===== src/rtl/bcd_pkg.sv =====
// Shared types and constants for the serial packed-BCD adder.
package bcd_pkg;

    typedef enum logic [1:0] {IDLE, ADD, CORR, DONE} state_t;

    localparam logic [3:0] BCD_MAX = 4'd9;
    localparam logic [3:0] BCD_FIX = 4'd6;

    function automatic logic digit_invalid(input logic [3:0] d);
        return d > BCD_MAX;
    endfunction

endpackage


===== src/rtl/binary_adder_4bit.sv =====
// Plain 4-bit ripple-carry binary adder used as the shared datapath.
module binary_adder_4bit (
    input  logic [3:0] a,
    input  logic [3:0] b,
    input  logic       cin,
    output logic [3:0] sum,
    output logic       cout
);

    logic [4:0] carry;

    always_comb begin
        carry    = '0;
        sum      = '0;
        carry[0] = cin;
        for (int i = 0; i < 4; i++) begin
            sum[i]       = a[i] ^ b[i] ^ carry[i];
            carry[i + 1] = (a[i] & b[i]) | (carry[i] & (a[i] ^ b[i]));
        end
        cout = carry[4];
    end

endmodule


===== src/rtl/bcd_serial_adder_ctrl.sv =====
// Digit-serial packed-BCD adder: one binary pass and one decimal-correction
// pass per digit through a single shared 4-bit adder, LSD first.
module bcd_serial_adder_ctrl
    import bcd_pkg::*;
#(
    parameter int DIGITS = 4
) (
    input  logic                  clk,
    input  logic                  rst_n,
    input  logic                  start,
    input  logic [4*DIGITS-1:0]   a,
    input  logic [4*DIGITS-1:0]   b,
    input  logic                  c_in,
    output logic                  busy,
    output logic                  done,
    output logic [4*DIGITS-1:0]   sum,
    output logic                  c_out,
    output logic                  err
);

    localparam int IDX_W = (DIGITS > 1) ? $clog2(DIGITS) : 1;
    localparam logic [IDX_W-1:0] LAST_IDX = IDX_W'(DIGITS - 1);

    state_t              state, next_state;
    logic [4*DIGITS-1:0] a_reg, b_reg;
    logic [IDX_W-1:0]    idx;
    logic                carry;
    logic [3:0]          raw;
    logic                k;

    logic [3:0] add_a, add_b, add_sum;
    logic       add_cin, add_cout;
    logic       fix;
    logic       any_bad;

    binary_adder_4bit u_adder (
        .a    (add_a),
        .b    (add_b),
        .cin  (add_cin),
        .sum  (add_sum),
        .cout (add_cout)
    );

    always_comb begin
        any_bad = 1'b0;
        for (int i = 0; i < DIGITS; i++) begin
            if (digit_invalid(a[4*i +: 4]) || digit_invalid(b[4*i +: 4]))
                any_bad = 1'b1;
        end
    end

    // Operand muxes: ADD feeds the operand digits, CORR feeds raw plus 6 or 0.
    always_comb begin
        next_state = state;
        add_a      = 4'd0;
        add_b      = 4'd0;
        add_cin    = 1'b0;
        fix        = k | (raw > BCD_MAX);
        case (state)
            IDLE: if (start) next_state = ADD;
            ADD: begin
                add_a      = a_reg[4*idx +: 4];
                add_b      = b_reg[4*idx +: 4];
                add_cin    = carry;
                next_state = CORR;
            end
            CORR: begin
                add_a      = raw;
                add_b      = fix ? BCD_FIX : 4'd0;
                next_state = (idx == LAST_IDX) ? DONE : ADD;
            end
            DONE:    next_state = IDLE;
            default: next_state = IDLE;
        endcase
    end

    always_ff @(posedge clk or negedge rst_n) begin
        if (!rst_n) begin
            state <= IDLE;
            a_reg <= '0;
            b_reg <= '0;
            idx   <= '0;
            carry <= 1'b0;
            raw   <= 4'd0;
            k     <= 1'b0;
            sum   <= '0;
            c_out <= 1'b0;
            err   <= 1'b0;
        end else begin
            state <= next_state;
            case (state)
                IDLE: if (start) begin
                    a_reg <= a;
                    b_reg <= b;
                    carry <= c_in;
                    idx   <= '0;
                    sum   <= '0;
                    c_out <= 1'b0;
                    err   <= any_bad;
                end
                ADD: begin
                    raw <= add_sum;
                    k   <= add_cout;
                end
                // c_out is loaded on the edge into DONE so it is valid with done.
                CORR: begin
                    sum[4*idx +: 4] <= add_sum;
                    carry           <= fix;
                    if (idx == LAST_IDX) c_out <= fix;
                    else                 idx   <= idx + 1'b1;
                end
                default: ;
            endcase
        end
    end

    assign busy = (state == ADD) || (state == CORR);
    assign done = (state == DONE);

endmodule


===== config.mk =====
export PLATFORM = sky130hd
export DESIGN_NAME = bcd_serial_adder_ctrl
export DESIGN_NICKNAME = d
export VERILOG_FILES = /design/src/rtl/bcd_pkg.sv /design/src/rtl/binary_adder_4bit.sv /design/src/rtl/bcd_serial_adder_ctrl.sv
export SDC_FILE = /design/constraint.sdc
export NUM_CORES = 1
export LEC_CHECK = 0
export CAP_MARGIN = 0
export CORE_MARGIN = 5
export CORE_UTILIZATION = 35
export CTS_CLUSTER_DIAMETER = 100
export CTS_CLUSTER_SIZE = 28
export DETAILED_ROUTE_END_ITERATION = 8
export SLEW_MARGIN = 20
export SYNTH_ARGS = -nofsm -noshare
export SYNTH_HDL_FRONTEND = slang
export SYNTH_SLANG_ARGS = --single-unit

===== constraint.sdc =====
create_clock -name clk -period 3.6 [get_ports clk]
set_input_delay 0.36 -clock clk [delete_from_list [all_inputs] [get_ports clk]]
set_output_delay 0.36 -clock clk [all_outputs]
set_load 0.1 [all_outputs]

# Word level (Yosys, flattened, before mapping)
# Index checks and enable logic that the tools add are counted.
# totals
ff_bits,60
input_bits,36
output_inout_bits,20
elab_cells,86
# op_classes
add_sub_neg,2
magnitude_cmp,9
eq_ne,7
shifts,4
muxes,22
bitwise_logic,21
n_reduce_logical,11
# ops
operator,count
$gt A4 B4 Y1 const B,9
$neg A4 Y34,1
$shift A4 B34 Y16 const A,1
$shiftx A4 B34 Y16,1
$pmux W16 S2,1
$shiftx A16 B5 Y4,2
$bwmux W16,1
$mux W16,1
$pmux W4 S2,2
$and A1 B1 Y1,8
$mux W1,8
$mux W2,4
$pmux W2 S4,1
$xor A1 B1 Y1,8
$eq A2 B2 Y1 const B,3
$ne A2 B2 Y1 const B,3
$reduce_and A3 Y1,2
$logic_or A1 B1 Y1,5
$or A1 B1 Y1,5
$pmux W1 S2,2
$pmux W2 S2,1
$reduce_and A2 Y1,2
$mux W3,1
$add A2 B1 Y2 const B,1
3 further kinds,3

# Logic depth before layout (Yosys ltp)
# logic_depth
depth_word,15
depth_mapped,12
mapped_depth_nobuf,11

# Modules after synthesis
# From an unflattened synthesis, not the netlist that was laid out.
# hier_totals
hier_cells,230
hier_area_um2,3044.2
# by_module_without_submodules
module,instances,cells_per_inst,area_each_um2,seq_area_each_um2
bcd_serial_adder_ctrl,1,216,2926.6,1501.4
binary_adder_4bit,1,14,117.6,0.0

# Worst setup path before layout
# OpenSTA, ideal clock, no wires.
# synth_path
kind,reg-to-reg
from,register state[1]
to,register raw[3]
setup_time_ns,0.125
arrival_time_ns,3.380
required_ns,3.475
setup_slack_ns,0.096
path_stages_with_launch,10
n_path_buf,0
period_less_slack_ns,3.504
cell_sequence,dfrtp_1 > inv_1 > ha_1 > nand3_1 > fa_1 > fa_1 > inv_1 > fa_1 > fa_1 > mux2_2
# synth_via
elab_chain_cells,10
word_cells_on_any_way,19
classes_between,eq/ne (2); mux (3); bitwise (14)
# synth_rtl
element,line_no,text
"start, declared",bcd_serial_adder_ctrl.sv:24,"state_t state, next_state;"
"start signal, assigned",bcd_serial_adder_ctrl.sv:90,state <= next_state;
$eq A2 B2 Y1 / $eq A2 B1 Y1 (equally long branches),bcd_serial_adder_ctrl.sv:59,case (state)
$pmux W4 S2,bcd_serial_adder_ctrl.sv:59,
$xor A1 B1 Y1,binary_adder_4bit.sv:18,carry[i + 1] = (a[i] & b[i]) | (carry[i] & (a[i] ^ b[i]));
$and A1 B1 Y1,binary_adder_4bit.sv:18,
$or A1 B1 Y1,binary_adder_4bit.sv:18,
$and A1 B1 Y1,binary_adder_4bit.sv:18,
$or A1 B1 Y1,binary_adder_4bit.sv:18,
$and A1 B1 Y1,binary_adder_4bit.sv:18,
$or A1 B1 Y1,binary_adder_4bit.sv:18,
$xor A1 B1 Y1 *,binary_adder_4bit.sv:17,sum[i] = a[i] ^ b[i] ^ carry[i];
net add_sum[3],bcd_serial_adder_ctrl.sv:31,"logic [3:0] add_a, add_b, add_sum;"
"end signal, assigned",bcd_serial_adder_ctrl.sv:102,raw <= add_sum;
"end, declared",bcd_serial_adder_ctrl.sv:28,logic [3:0] raw;
# The timed path passes the listed nets; every way through them passes the cells marked *.
# A chain may end at the register's enable or synchronous reset.

# Final worst setup path
# layout_path
from,register idx[0]
to,register raw[3]
# layout_via
elab_chain_cells,10
word_cells_on_any_way,18
classes_between,shift (2); mux (2); bitwise (14)
# layout_rtl
element,line_no,text
"start, declared",bcd_serial_adder_ctrl.sv:26,logic [IDX_W-1:0] idx;
"start signal, assigned",bcd_serial_adder_ctrl.sv:110,else idx <= idx + 1'b1;
$shiftx A16 B5 Y4 (on tied branches),"bcd_serial_adder_ctrl.sv:62, bcd_serial_adder_ctrl.sv:63",
$pmux W4 S2,bcd_serial_adder_ctrl.sv:59,
$xor A1 B1 Y1,binary_adder_4bit.sv:18,
$and A1 B1 Y1,binary_adder_4bit.sv:18,
$or A1 B1 Y1,binary_adder_4bit.sv:18,
$and A1 B1 Y1,binary_adder_4bit.sv:18,
$or A1 B1 Y1,binary_adder_4bit.sv:18,
$and A1 B1 Y1,binary_adder_4bit.sv:18,
$or A1 B1 Y1,binary_adder_4bit.sv:18,
$xor A1 B1 Y1 *,binary_adder_4bit.sv:17,
net add_sum[3],bcd_serial_adder_ctrl.sv:31,
# Marked as above.

==> impl_metrics.tcl <==
set metrics [dict create \
    pin_count 56 \
    ys.flop_type "dfrtp_1" \
    synth-simple-area-share 0.0652 \
    crit_type "reg2reg" \
    synth.top_cell.area_share 0.511 \
    synth_nets 268 \
    overflow 0 \
    cts_tree "done" \
    avgSynthCellArea_um2 13.4 \
    antenna_cells 0 \
    synthAdderAreaFrac 0.0656 \
    end_kind "flip-flop" \
    synthArstFlopShare 1.00 \
    cts_made_buffers 9 \
    die_width_um 102 \
    synth_xor_area_frac 0 \
    post_cts_resized 0 \
    synthMuxAreaShare 0.207 \
    start_util 0.359 \
    cts.sinks 60 \
    ctsHoldBuffers 0 \
    grt_usage 0.132 \
    worst_pin_slew_ns 0.989 \
    grt_max_degree 37 \
    yosys.area.top_type "dfrtp_1" \
    ant_nets 0 \
    synth_edf_count 0 \
    startpoint_type "flip-flop" \
    drive_above_1_share 0.218 \
    grt_pass1_wl_um 10400 \
    max_cap_viol_count 0 \
    setup_viol 0 \
    drtIter0Drc 63 \
    vias 1990 \
    yosysSeqAreaShare 0.511 \
    avgRoutedWirePerCell_um 16.5 \
    nets 328 \
    fp.dieArea_um2 10300 \
    core-area_um2 8180 \
    slew_violations 0 \
    cts_setup_buffers 0 \
    vdd_drop_max_uv 282 \
    hpwlAfterDp_um 4830 \
    grt_setup_unrepaired "no" \
    n_fill_cell 768 \
    wl_met3_um 323 \
    portBuffers 55 \
    required_ns 3.82 \
    dr.pass1.iters 4 \
    fin_crit_ns 3.12 \
    hold_violations 0 \
    die_h_um 102 \
    synth_compound_area_frac 0.117 \
    synth_top_family_by_area "multiplexers" \
    gp_congestion 0.784 \
    fin_crit_sh 0.866 \
    cp_data_arrival_time_ns 3.34 \
    syn_inst 219 \
    leakagePower_nw 1.60 \
    synth-seq-cells 60 \
    via_per_inst 5.12 \
    hp-class "in2async" \
    status "finished, final reports clean" \
    top_layer_used "met4" \
    path_clk_slew_ns 0.07 \
    setup_tns_ns 0 \
    ctsLongestPathBuffers 2 \
    synthTopCellsByCount "60 x dfrtp_1, 36 x mux2_2, 17 x o21ai_0" \
    rows 33 \
    power.density_nw_per_um2 859 \
    wl_um 6400 \
    yosysMostFrequentCell "dfrtp_1" \
    syn_area_um2 2940 \
    synth_cell_types 36 \
    slew_headroom 0.339 \
    antenna_found_initial 0 \
    drt-met1-wl_um 2880 \
    route.detailed.drc 0 \
    htree_levels 3 \
    timing.fmax_mhz 321 \
    worst_skew_pair.late_latency_ns 0.33 \
    yosys_warnings 0 \
    synth_area_leaders "dfrtp_1 51%, mux2_2 14%, mux4_1 5.4%, ha_1 3.8%, a22o_1 3.0%" \
    area_delta_synth_final_pct 29.5 \
    finClkSkew_ns 0.00542 \
    worstPathMaxFanout 9 \
    grt_pass1_vias 2081 \
    dr_wl_met2_um 3120 \
    cts-root-buf "clkbuf_8" \
    hold_ws_ns 0.0124 \
]
==> power breakdown <==
group	internal, mW	total [mW]	switching, mW
sequential	0.929	1.11	0.177
clock	0.405	0.662	0.257
combinational	0.654	1.50	0.843
==> metal layers <==
layer	global-route usage	vias to the layer above
met5	0	-
met4	0.0399	0
met2	0.219	54
met3	0.0393	9
li1	-	941
met1	0.167	986
==> critical path: stages (launching register included) <==
cell and delay (ns):
dfrtp_1 0.52, buf_4 0.25, mux4_2 0.50, a22o_1 0.20
nand2_1 0.09, fa_1 0.18, inv_1 0.05, fa_1 0.37
fa_1 0.55, mux2_2 0.30
==> cell type report <==
cell class	count	area (um^2)	area share
well taps	105	131	0.0346
clock buffers	11	141	0.0372
inverters	8	30.0	0.00790
clock inverters	5	75.1	0.0197
flip-flops and latches	60	1500	0.395
multi-input cells	139	1340	0.351
repair buffers	61	588	0.155
==> kinds of logic (layout without fill, tap and decap cells) <==
logic type | Yosys count | in the layout
flip-flops | 60 | 60
adder cells (fa/ha/maj) | 13 | 13
buffers and inverters | 20 | 85
AND/OR/NAND/NOR | 32 | 32
AO/OA/AOI/OAI | 50 | 50
multiplexers | 44 | 44
==> metrics by stage <==
stage | worst slack, ns | utilization | cell area [um^2] | total power, mW | cells
4_1_cts | 0.474 | 0.465 | 3800 | 3.31 | 389
5_1_grt | 0.304 | 0.465 | 3800 | 3.47 | 389
3_5_place_dp | 0.473 | 0.439 | 3590 | 2.64 | 373
2_1_floorplan | 0.0955 | - | 2940 | 2.24 | 219
3_3_place_gp | 0.537 | 0.439 | 3590 | 2.61 | 373
6_report | 0.482 | 0.465 | 3800 | 3.27 | 389
==> worst paths after layout <==
kind                                    start                   end  slack [ns]  depth (start not counted)
max                        idx[0]$_DFFE_PN0P_    raw[3]$_DFFE_PN0P_        0.48                          9
min                                     rst_n  state[0]$_DFFE_PN0P_        0.01                          1
max reg2reg                idx[0]$_DFFE_PN0P_    raw[3]$_DFFE_PN0P_        0.48                          9
min reg2reg                sum[1]$_DFFE_PN0P_    sum[1]$_DFFE_PN0P_        0.49                          1
max in group asynchronous               rst_n  a_reg[9]$_DFFE_PN0P_        2.73                          2
min in group clk           sum[1]$_DFFE_PN0P_    sum[1]$_DFFE_PN0P_        0.49                          1
==> layout by cell type (no fill, tap or decap), types with 2 or more instances in the layout <==
cell type	netlist	routed
a22oi_1	4	4
fa_1	4	4
mux4_2	2	2
mux4_1	6	6
and2_1	3	3
nor2b_1	3	3
o22ai_1	2	2
nand4_1	2	2
bufinv_16	0	2
ha_1	9	9
o21ai_0	17	17
and3_1	3	3
dfrtp_1	60	60
nor2_1	3	3
a22o_1	10	10
clkdlybuf4s50_1	0	53
clkinv_2	0	3
nand2_1	6	6
inv_1	8	8
a21oi_1	5	5
buf_4	0	7
clkbuf_8	0	10
nand3_1	4	4
o2bb2ai_1	8	8
mux2_2	36	36
Power figures use the tool's default switching activity.
